$ cat config.mk
export PLATFORM = sky130hd
export DESIGN_NAME = gray_ptr_ctrl
export DESIGN_NICKNAME = d
export VERILOG_FILES = /design/src/rtl/gray_ptr_ctrl.sv
export SDC_FILE = /design/constraint.sdc
export NUM_CORES = 1
export LEC_CHECK = 0
export CELL_PAD_IN_SITES_DETAIL_PLACEMENT = 0
export CELL_PAD_IN_SITES_GLOBAL_PLACEMENT = 1
export CORE_ASPECT_RATIO = 1.2
export CORE_MARGIN = 4
export CORE_UTILIZATION = 33
export DETAILED_ROUTE_END_ITERATION = 12
export GPL_TIMING_DRIVEN = 0
export PLACE_DENSITY_LB_ADDON = 0.1
export SLEW_MARGIN = 20
export SYNTH_ARGS = -nofsm -noshare
export SYNTH_HDL_FRONTEND = slang
export SYNTH_SLANG_ARGS = --single-unit
$ cat constraint.sdc
create_clock -name CLK -period 4.33 [get_ports CLK]
set_input_delay 0.866 -clock CLK [delete_from_list [all_inputs] [get_ports CLK]]
set_output_delay 0.866 -clock CLK [all_outputs]
set_load 0.005 [all_outputs]
$ cat src/rtl/gray_ptr_ctrl.sv
// Gray-coded FIFO pointer with a registered full (MODE 0) or empty (MODE 1) flag for one async FIFO side.
// Optional macro GRAY_PTR_LEVEL_EN adds a registered occupancy estimate on Level.
module gray_ptr_ctrl #(
  parameter int Addr_width = 4,
  parameter int MODE       = 0
) (
  input  logic                  CLK,
  input  logic                  RST,
  input  logic                  Inc,
  input  logic [Addr_width:0]   Sync_gray_ptr,
  output logic [Addr_width-1:0] Addr,
  output logic [Addr_width:0]   Gray_ptr,
  output logic                  Flag,
  output logic [Addr_width:0]   Level
);

  localparam int AW = Addr_width;

  logic [AW:0] bin;
  logic [AW:0] bin_next;
  logic [AW:0] gray_next;
  logic        accept;
  logic        flag_next;

  assign accept    = Inc & ~Flag;
  assign bin_next  = bin + {{AW{1'b0}}, accept};
  assign gray_next = bin_next ^ (bin_next >> 1);
  assign Addr      = bin[AW-1:0];

  // Full is the other pointer one lap behind: in Gray that is the top two bits inverted.
  generate
    if (MODE == 0) begin : g_full
      assign flag_next = (gray_next == {~Sync_gray_ptr[AW:AW-1], Sync_gray_ptr[AW-2:0]});
    end else begin : g_empty
      assign flag_next = (gray_next == Sync_gray_ptr);
    end
  endgenerate

  always_ff @(posedge CLK or posedge RST) begin
    if (RST) begin
      bin      <= '0;
      Gray_ptr <= '0;
      Flag     <= (MODE != 0);
    end else begin
      bin      <= bin_next;
      Gray_ptr <= gray_next;
      Flag     <= flag_next;
    end
  end

`ifdef GRAY_PTR_LEVEL_EN
  logic [AW:0] sync_bin;
  logic [AW:0] level_next;

  // Each binary bit is the XOR of all Gray bits at and above it.
  always_comb begin
    sync_bin = '0;
    for (int i = 0; i <= AW; i++) begin
      sync_bin[i] = ^(Sync_gray_ptr >> i);
    end
  end

  assign level_next = (MODE == 0) ? (bin_next - sync_bin) : (sync_bin - bin_next);

  always_ff @(posedge CLK or posedge RST) begin
    if (RST) begin
      Level <= '0;
    end else begin
      Level <= level_next;
    end
  end
`else
  assign Level = '0;
`endif

endmodule

Word level (Yosys, flattened, before mapping):

Index checks and enable logic that the tools add are counted.

* bitwise logic cells: 4
* add/sub/neg operators: 1
* equal/unequal tests: 1

Operators with widths (number)
* adder 5 x 1 -> 5 bit: 1
* == test 5 bit: 1
* XOR 5 x 4 -> 5 bit: 1
* inverter 2 bit: 1
* bitwise AND 1 bit: 1
* inverter 1 bit: 1

* word-level logic and storage cells: 9
* bits in registers: 11

Depth between registers and ports, before layout:

Gate-level depths: netlist (run 1).

* depth in word-level cells: 5
* mapped depth: 7
* mapped depth without buffers: 7

Worst setup path after synthesis (run 1):

OpenSTA, ideal clock, no wires.

* kind: input to register
* from: in Inc
* to: reg Flag
* required time: 4.253 ns
* setup time: 0.077 ns
* data arrival time: 2.281 ns
* stages on the path: 7
* path slack: 1.972 ns
* path through: nor2b_1 -> ha_1 -> ha_1 -> and4b_1 -> o21a_1 -> or3_1 -> a21oi_1

* cells in the longest elaborated chain, start to end: 4

Ends and longest elaborated chain
* from (decl): RTL line 9 `input logic Inc,`
* bitwise AND 1 bit: RTL line 25 `assign accept = Inc & ~Flag;`
* adder 5 x 1 -> 5 bit: RTL line 26 `assign bin_next = bin + {{AW{1'b0}}, accept};`
* XOR 5 x 4 -> 5 bit: RTL line 27 `assign gray_next = bin_next ^ (bin_next >> 1);`
* == test 5 bit: RTL line 33 `assign flag_next = (gray_next == {~Sync_gray_ptr[AW:AW-1], Sync_gray_ptr[AW-2:0]});`
* named net flag_next: RTL line 23 `logic flag_next;`
* to (signal assigned): RTL line 43 `Flag <= (MODE != 0);`
* to (signal assigned): RTL line 47 `Flag <= flag_next;`
* to (decl): RTL line 13 `output logic Flag,`

The timed path passes the listed nets, and every way through them passes these cells.

Worst setup path after layout (run 1):

Same ends and word-level chain as after synthesis.

==> flow_metrics.tcl, run 1 <==
set metrics [dict create \
    wl_met1_um 419 \
    syn-mean-instance-area_um2 12.1 \
    nFillCells 149 \
    remaining_drc_errors 0 \
    initial_core_util 0.365 \
    required_ns 4.51 \
    async_flop_share 1.00 \
    grt_overflow 0 \
    routedWlPerCell_um 11.2 \
    min_from "bin[0]$_DFF_PP0_" \
    p_per_area_nw_per_um2 747 \
    hold_viol_final 0 \
    setup-tns-final_ns 0 \
    routed_via_density 4.52 \
    cp.arrival_ns 2.91 \
    ant_nets 0 \
    synth_largest_area_cell "dfrtp_1" \
    layout.nets 82 \
    die_w_um 45.5 \
    dpl.hpwl_um 824 \
    grt_pass1_vias 406 \
    maxSlewViolCount 0 \
    grt_first_pass_wirelength_um 1750 \
    start_kind "primary input" \
    setup_viol 0 \
    yosysMostFrequentCell "dfrtp_1" \
    worst_r2r_startpoint "Flag$_DFF_PP0_" \
    port_buffers 17 \
    ys.warnings.count 0 \
    synth_edf_count 0 \
    fin_worst_skew_ns 0.00223 \
    ios 23 \
    coreArea_um2 1520 \
    num_vias 393 \
    diodes 0 \
    cts_sinks 10 \
    synth-seq-cells 10 \
    hold_ws_ns 0.561 \
    die_h_um 52.9 \
    finalCritPeriodShare 0.629 \
    holdPathEnd "bin[0]$_DFF_PP0_" \
    root_buffer "clkbuf_4" \
    numCtsBuffers 3 \
    htreeDepth 1 \
    reg2reg_setup_slack_ns 2.31 \
    cts_tree "built" \
    cp-end-kind "flip-flop" \
    final_area_um2 785 \
    syn_inst 46 \
    timing.fmax_ghz 0.367 \
    drive_gt1_frac 0.129 \
    hold_class "flip-flop to flip-flop" \
    drt_iter0_drc 5 \
    critical_path_class "primary input to flip-flop" \
    ys_seq_area_frac 0.450 \
    wl_um 974 \
    rsz0062_at_grt "false" \
    dpl_cell_area_um2 762 \
    routed-wl-met3_um 96 \
    synth_ff_type "dfrtp_1" \
    netlist_top_cells_count "dfrtp_1 (10), xor2_1 (8), buf_4 (5), xnor2_1 (4)" \
    ys_types 20 \
    clk_pin_slew_ns 0.06 \
    maxUsedRoutingLayer "met4" \
    antenna_found_initial 0 \
    clock_latency_ns 0.26 \
    status "completed" \
    syn_area_um2 556 \
    synthTopCellsByArea "dfrtp_1 (45%), xor2_1 (13%), buf_4 (6.8%), xnor2_1 (6.3%), xnor3_4 (4.7%)" \
    cp-startpoint "Inc" \
    drt_first_pass_iters 2 \
    hold_buffers 0 \
    area_growth_syn_to_layout_pct 41.2 \
    reg2reg_depth 7 \
    r2r_end "Flag$_DFF_PP0_" \
    power.leakage_nw 0.369 \
    dieArea_um2 2410 \
    grt.total_usage 0.102 \
    grt_max_degree 11 \
    ctsResizeCount 0 \
    row_count 15 \
    cts_buffer_depth 2 \
    maxCapViolCount 0 \
    place_congestion 0.699 \
    holdPathStages 1 \
    cts_post_setup_buffers_inserted 0 \
    synth_top_cell_area_share 0.450 \
    finalCriticalPeriod_ns 2.72 \
    critPathMaxFanout 6 \
    power_mw 0.586 \
    wl_met2_um 435 \
    irDropWorstVdd_uv 300 \
]
sequential cells by signal, indices dropped and copies added (netlist names):
name	count
Gray_ptr	5
bin	4
Flag	1
critical path, stage by stage:
cell and delay (ns):
clkdlybuf4s50_1 0.45, nor2b_1 0.13, ha_1 0.28, ha_1 0.27, xnor3_4 0.50, xor2_1 0.18, nand4_1 0.11, a21oi_1 0.12
kinds of logic (layout without fill, tap and decap cells):
logic type               Yosys count  after routing  synth area share
AO/OA/AOI/OAI                      6              6            0.0698
XOR/XNOR                          14             14             0.277
adder cells (fa/ha/maj)            2              2            0.0450
buffers and inverters              6             26            0.0743
flip-flops                        10             10             0.450
other                              1              5           0.00675
AND/OR/NAND/NOR                    7              7            0.0766
per-layer routing:
metal,GRT usage,up-vias
met5,0,-
met2,0.158,19
met3,0.0238,2
li1,-,194
met1,0.119,178
met4,0.0732,0
power breakdown:
| group | internal (mW) | switching, mW |
|---|---|---|
| clock network | 0.0319 | 0.0283 |
| registers | 0.145 | 0.0443 |
| logic | 0.208 | 0.129 |
| total | 0.385 | 0.202 |
cell type report:
| type | count | area, um^2 | share of cell area |
|---|---|---|---|
| Inverter | 1 | 3.75 | 0.00478 |
| Timing Repair Buffer | 17 | 170 | 0.217 |
| Buffer | 5 | 37.5 | 0.0478 |
| Clock buffer | 3 | 22.5 | 0.0287 |
| Sequential cell | 10 | 250 | 0.319 |
| Tap cell | 17 | 21.3 | 0.0271 |
| Multi-Input combinational cell | 34 | 279 | 0.356 |
stage by stage:
step	std cells	worst slack, ns	utilization
4_1_cts	87	1.61	0.516
6_report	87	1.61	0.516
2_1_floorplan	50	1.97	-
3_5_place_dp	84	1.34	0.501
3_3_place_gp	84	1.35	0.501
5_1_grt	87	1.44	0.516
cells in the final DEF (no fill, tap or decap), drive strengths merged:
cell and count:
dfrtp 10, conb 5, buf 5, a21oi 1
o21ai 1, xnor2 4, xnor3 2, nand4 1
nor2 1, or3 1, and4b 1, a31oi 1
nor2b 1, xor2 8, a21boi 2, nand3 2
o21a 1, ha 2, inv 1, clkdlybuf4s50 17
clkbuf 3
how the worst max path moves through the flow:
stage / to / slack (ns) / depth (start not counted)
global placement: Flag$_DFF_PP0_ / 1.35 / 8
CTS: Flag$_DFF_PP0_ / 1.61 / 8
global route: Flag$_DFF_PP0_ / 1.44 / 8
detailed placement: Flag$_DFF_PP0_ / 1.34 / 8
finish: Flag$_DFF_PP0_ / 1.61 / 8
floorplan: Flag$_DFF_PP0_ / 1.97 / 7
Note: power is estimated with default switching activity, not from simulation.
==> run 2: changes to the inputs <==
--- a/config.mk
+++ b/config.mk
@@ -9,7 +9,7 @@
 export CELL_PAD_IN_SITES_GLOBAL_PLACEMENT = 1
 export CORE_ASPECT_RATIO = 1.2
 export CORE_MARGIN = 4
-export CORE_UTILIZATION = 33
+export CORE_UTILIZATION = 28
 export DETAILED_ROUTE_END_ITERATION = 12
 export GPL_TIMING_DRIVEN = 0
 export PLACE_DENSITY_LB_ADDON = 0.1
==> constraint.sdc (replaced) <==
create_clock -name CLK -period 2.27 [get_ports CLK]
set_input_delay 0.454 -clock CLK [delete_from_list [all_inputs] [get_ports CLK]]
set_output_delay 0.454 -clock CLK [all_outputs]
set_load 0.005 [all_outputs]
==> flow_metrics.tcl, run 2 (synthesis gave the netlist of run 1 again) <==
set metrics [dict create \
    power.leakage_nw 0.372 \
    grt_pass1_vias 402 \
    critPathTopFamily "simple AND/OR/NAND/NOR gates" \
    layout.nets 83 \
    port_buffers 17 \
    critical_path_class "primary input to flip-flop" \
    die_h_um 56.8 \
    dieArea_um2 2760 \
    finalCriticalPeriod_ns 2.16 \
    root_buffer "clkbuf_4" \
    routedWlPerCell_um 11.4 \
    wl_um 1030 \
    hold_class "primary input to asynchronous set/reset pin" \
    htreeDepth 1 \
    crit_cells 8 \
    ios 23 \
    remaining_drc_errors 0 \
    num_vias 389 \
    fin_worst_skew_ns 0.00454 \
    start_kind "primary input" \
    grt_max_degree 11 \
    status "completed" \
    most-common-layout-cells "clkdlybuf4s50_1 (17), dfrtp_1 (10), xor2_1 (8), buf_4 (6), conb_1 (5)" \
    cts_sinks 10 \
    cp-end-kind "flip-flop" \
    p_per_area_nw_per_um2 1430 \
    setup_slack_ns 0.114 \
    slowest_stage "clkdlybuf4s50_1" \
    die_w_um 48.7 \
    clk_pin_slew_ns 0.06 \
    maxSlewViolCount 0 \
    antenna_found_initial 0 \
    coreArea_um2 1870 \
    initial_core_util 0.297 \
    area_growth_syn_to_layout_pct 45.7 \
    reg_top3 "Gray_ptr x5, bin x4, Flag x1" \
    hold_buffers 0 \
    grt_first_pass_wirelength_um 1650 \
    cp.arrival_ns 2.33 \
    drt_iter0_drc 0 \
    diodes 0 \
    setup_viol 0 \
    clock_latency_ns 0.25 \
    drive_gt1_frac 0.169 \
    place_congestion 0.639 \
    timing.fmax_ghz 0.464 \
    numCtsBuffers 3 \
    row_count 17 \
    cts_tree "built" \
    largest_register_ffs 5 \
    grt_overflow 0 \
    critPathMaxFanout 5 \
    drt_first_pass_iters 1 \
    irDropWorstVdd_uv 483 \
    cpPeakStageDelay_ns 0.45 \
    maxCapViolCount 0 \
    cts_buffer_depth 2 \
    final_common_cell "clkdlybuf4s50_1" \
    hold_viol_final 0 \
    ant_nets 0 \
    rsz0062_at_grt "false" \
    post-place-ws_ns -0.318 \
    finalCritPeriodShare 0.950 \
    routed_via_density 4.32 \
    top_register "Gray_ptr" \
    cp.buffers_inverters 1 \
    setup-tns-final_ns 0 \
    grt.total_usage 0.0807 \
    required_ns 2.44 \
    nFillCells 189 \
    path_cells "clkdlybuf4s50_1 -> nor2b_1 -> ha_2 -> ha_4 -> and4b_1 -> o21a_1 -> or3_1 -> a21oi_1" \
    reg2reg_depth 7 \
]
==> run 2: changes by cell type in the layout (fill, tap and decap cells not counted), sizes merged <==
cell  previous run  this run
buf              5         6
==> run 2: area by class of cell <==
class	instances	area [um^2]	area share
plain buffers	5	37.5	0.0464
clock buffers	3	22.5	0.0278
inverters	1	3.75	0.00464
multi-input cells	34	294	0.363
flip-flops and latches	10	250	0.309
well taps	19	23.8	0.0294
repair buffers	18	178	0.219
==> run 2: routing by layer <==
layer  share of wire  up-vias  routed length (um)  track usage
met1            0.42      170                 436       0.0847
met3           0.074        4                  76       0.0133
li1                -      196                   -            -
met5               0        -                   0            0
met4           0.045        0                  46       0.0923
met2            0.45       19                 467        0.125
==> run 2: final timing paths <==
check	slack [ns]	end	start
min	0.47	Gray_ptr[1]$_DFF_PP0_	RST
min in group CLK	0.54	bin[0]$_DFF_PP0_	bin[0]$_DFF_PP0_
min reg2reg	0.54	bin[0]$_DFF_PP0_	bin[0]$_DFF_PP0_
max reg2reg	0.42	Flag$_DFF_PP0_	Flag$_DFF_PP0_
max	0.11	Flag$_DFF_PP0_	Inc
max in group asynchronous	1.53	bin[0]$_DFF_PP0_	RST
==> run 2: through the flow <==
step / power [mW] / cells / util / cell area, um^2 / hold slack (ns)
2_1_floorplan: 0.753 / 50 / - / 571 / 0.294
3_3_place_gp: 1.02 / 86 / 0.408 / 764 / 0.527
3_5_place_dp: 1.01 / 86 / 0.408 / 764 / 0.535
4_1_cts: 1.15 / 90 / 0.427 / 800 / 0.485
5_1_grt: 1.24 / 90 / 0.432 / 810 / 0.510
6_report: 1.16 / 90 / 0.432 / 810 / 0.474
==> run 2: report_power, final <==
part | switching, mW | leakage, nW | internal [mW]
logic | 0.249 | 0.239 | 0.429
clock network | 0.0505 | 0.0138 | 0.0607
registers | 0.0935 | 0.120 | 0.275
total | 0.393 | 0.372 | 0.765
==> run 2: timing repair <==
item,CTS,global route
gates cloned,0,0
buffers inserted,1,0
resized for setup,2,1
pin swaps,1,0
setup endpoints to repair,1,1
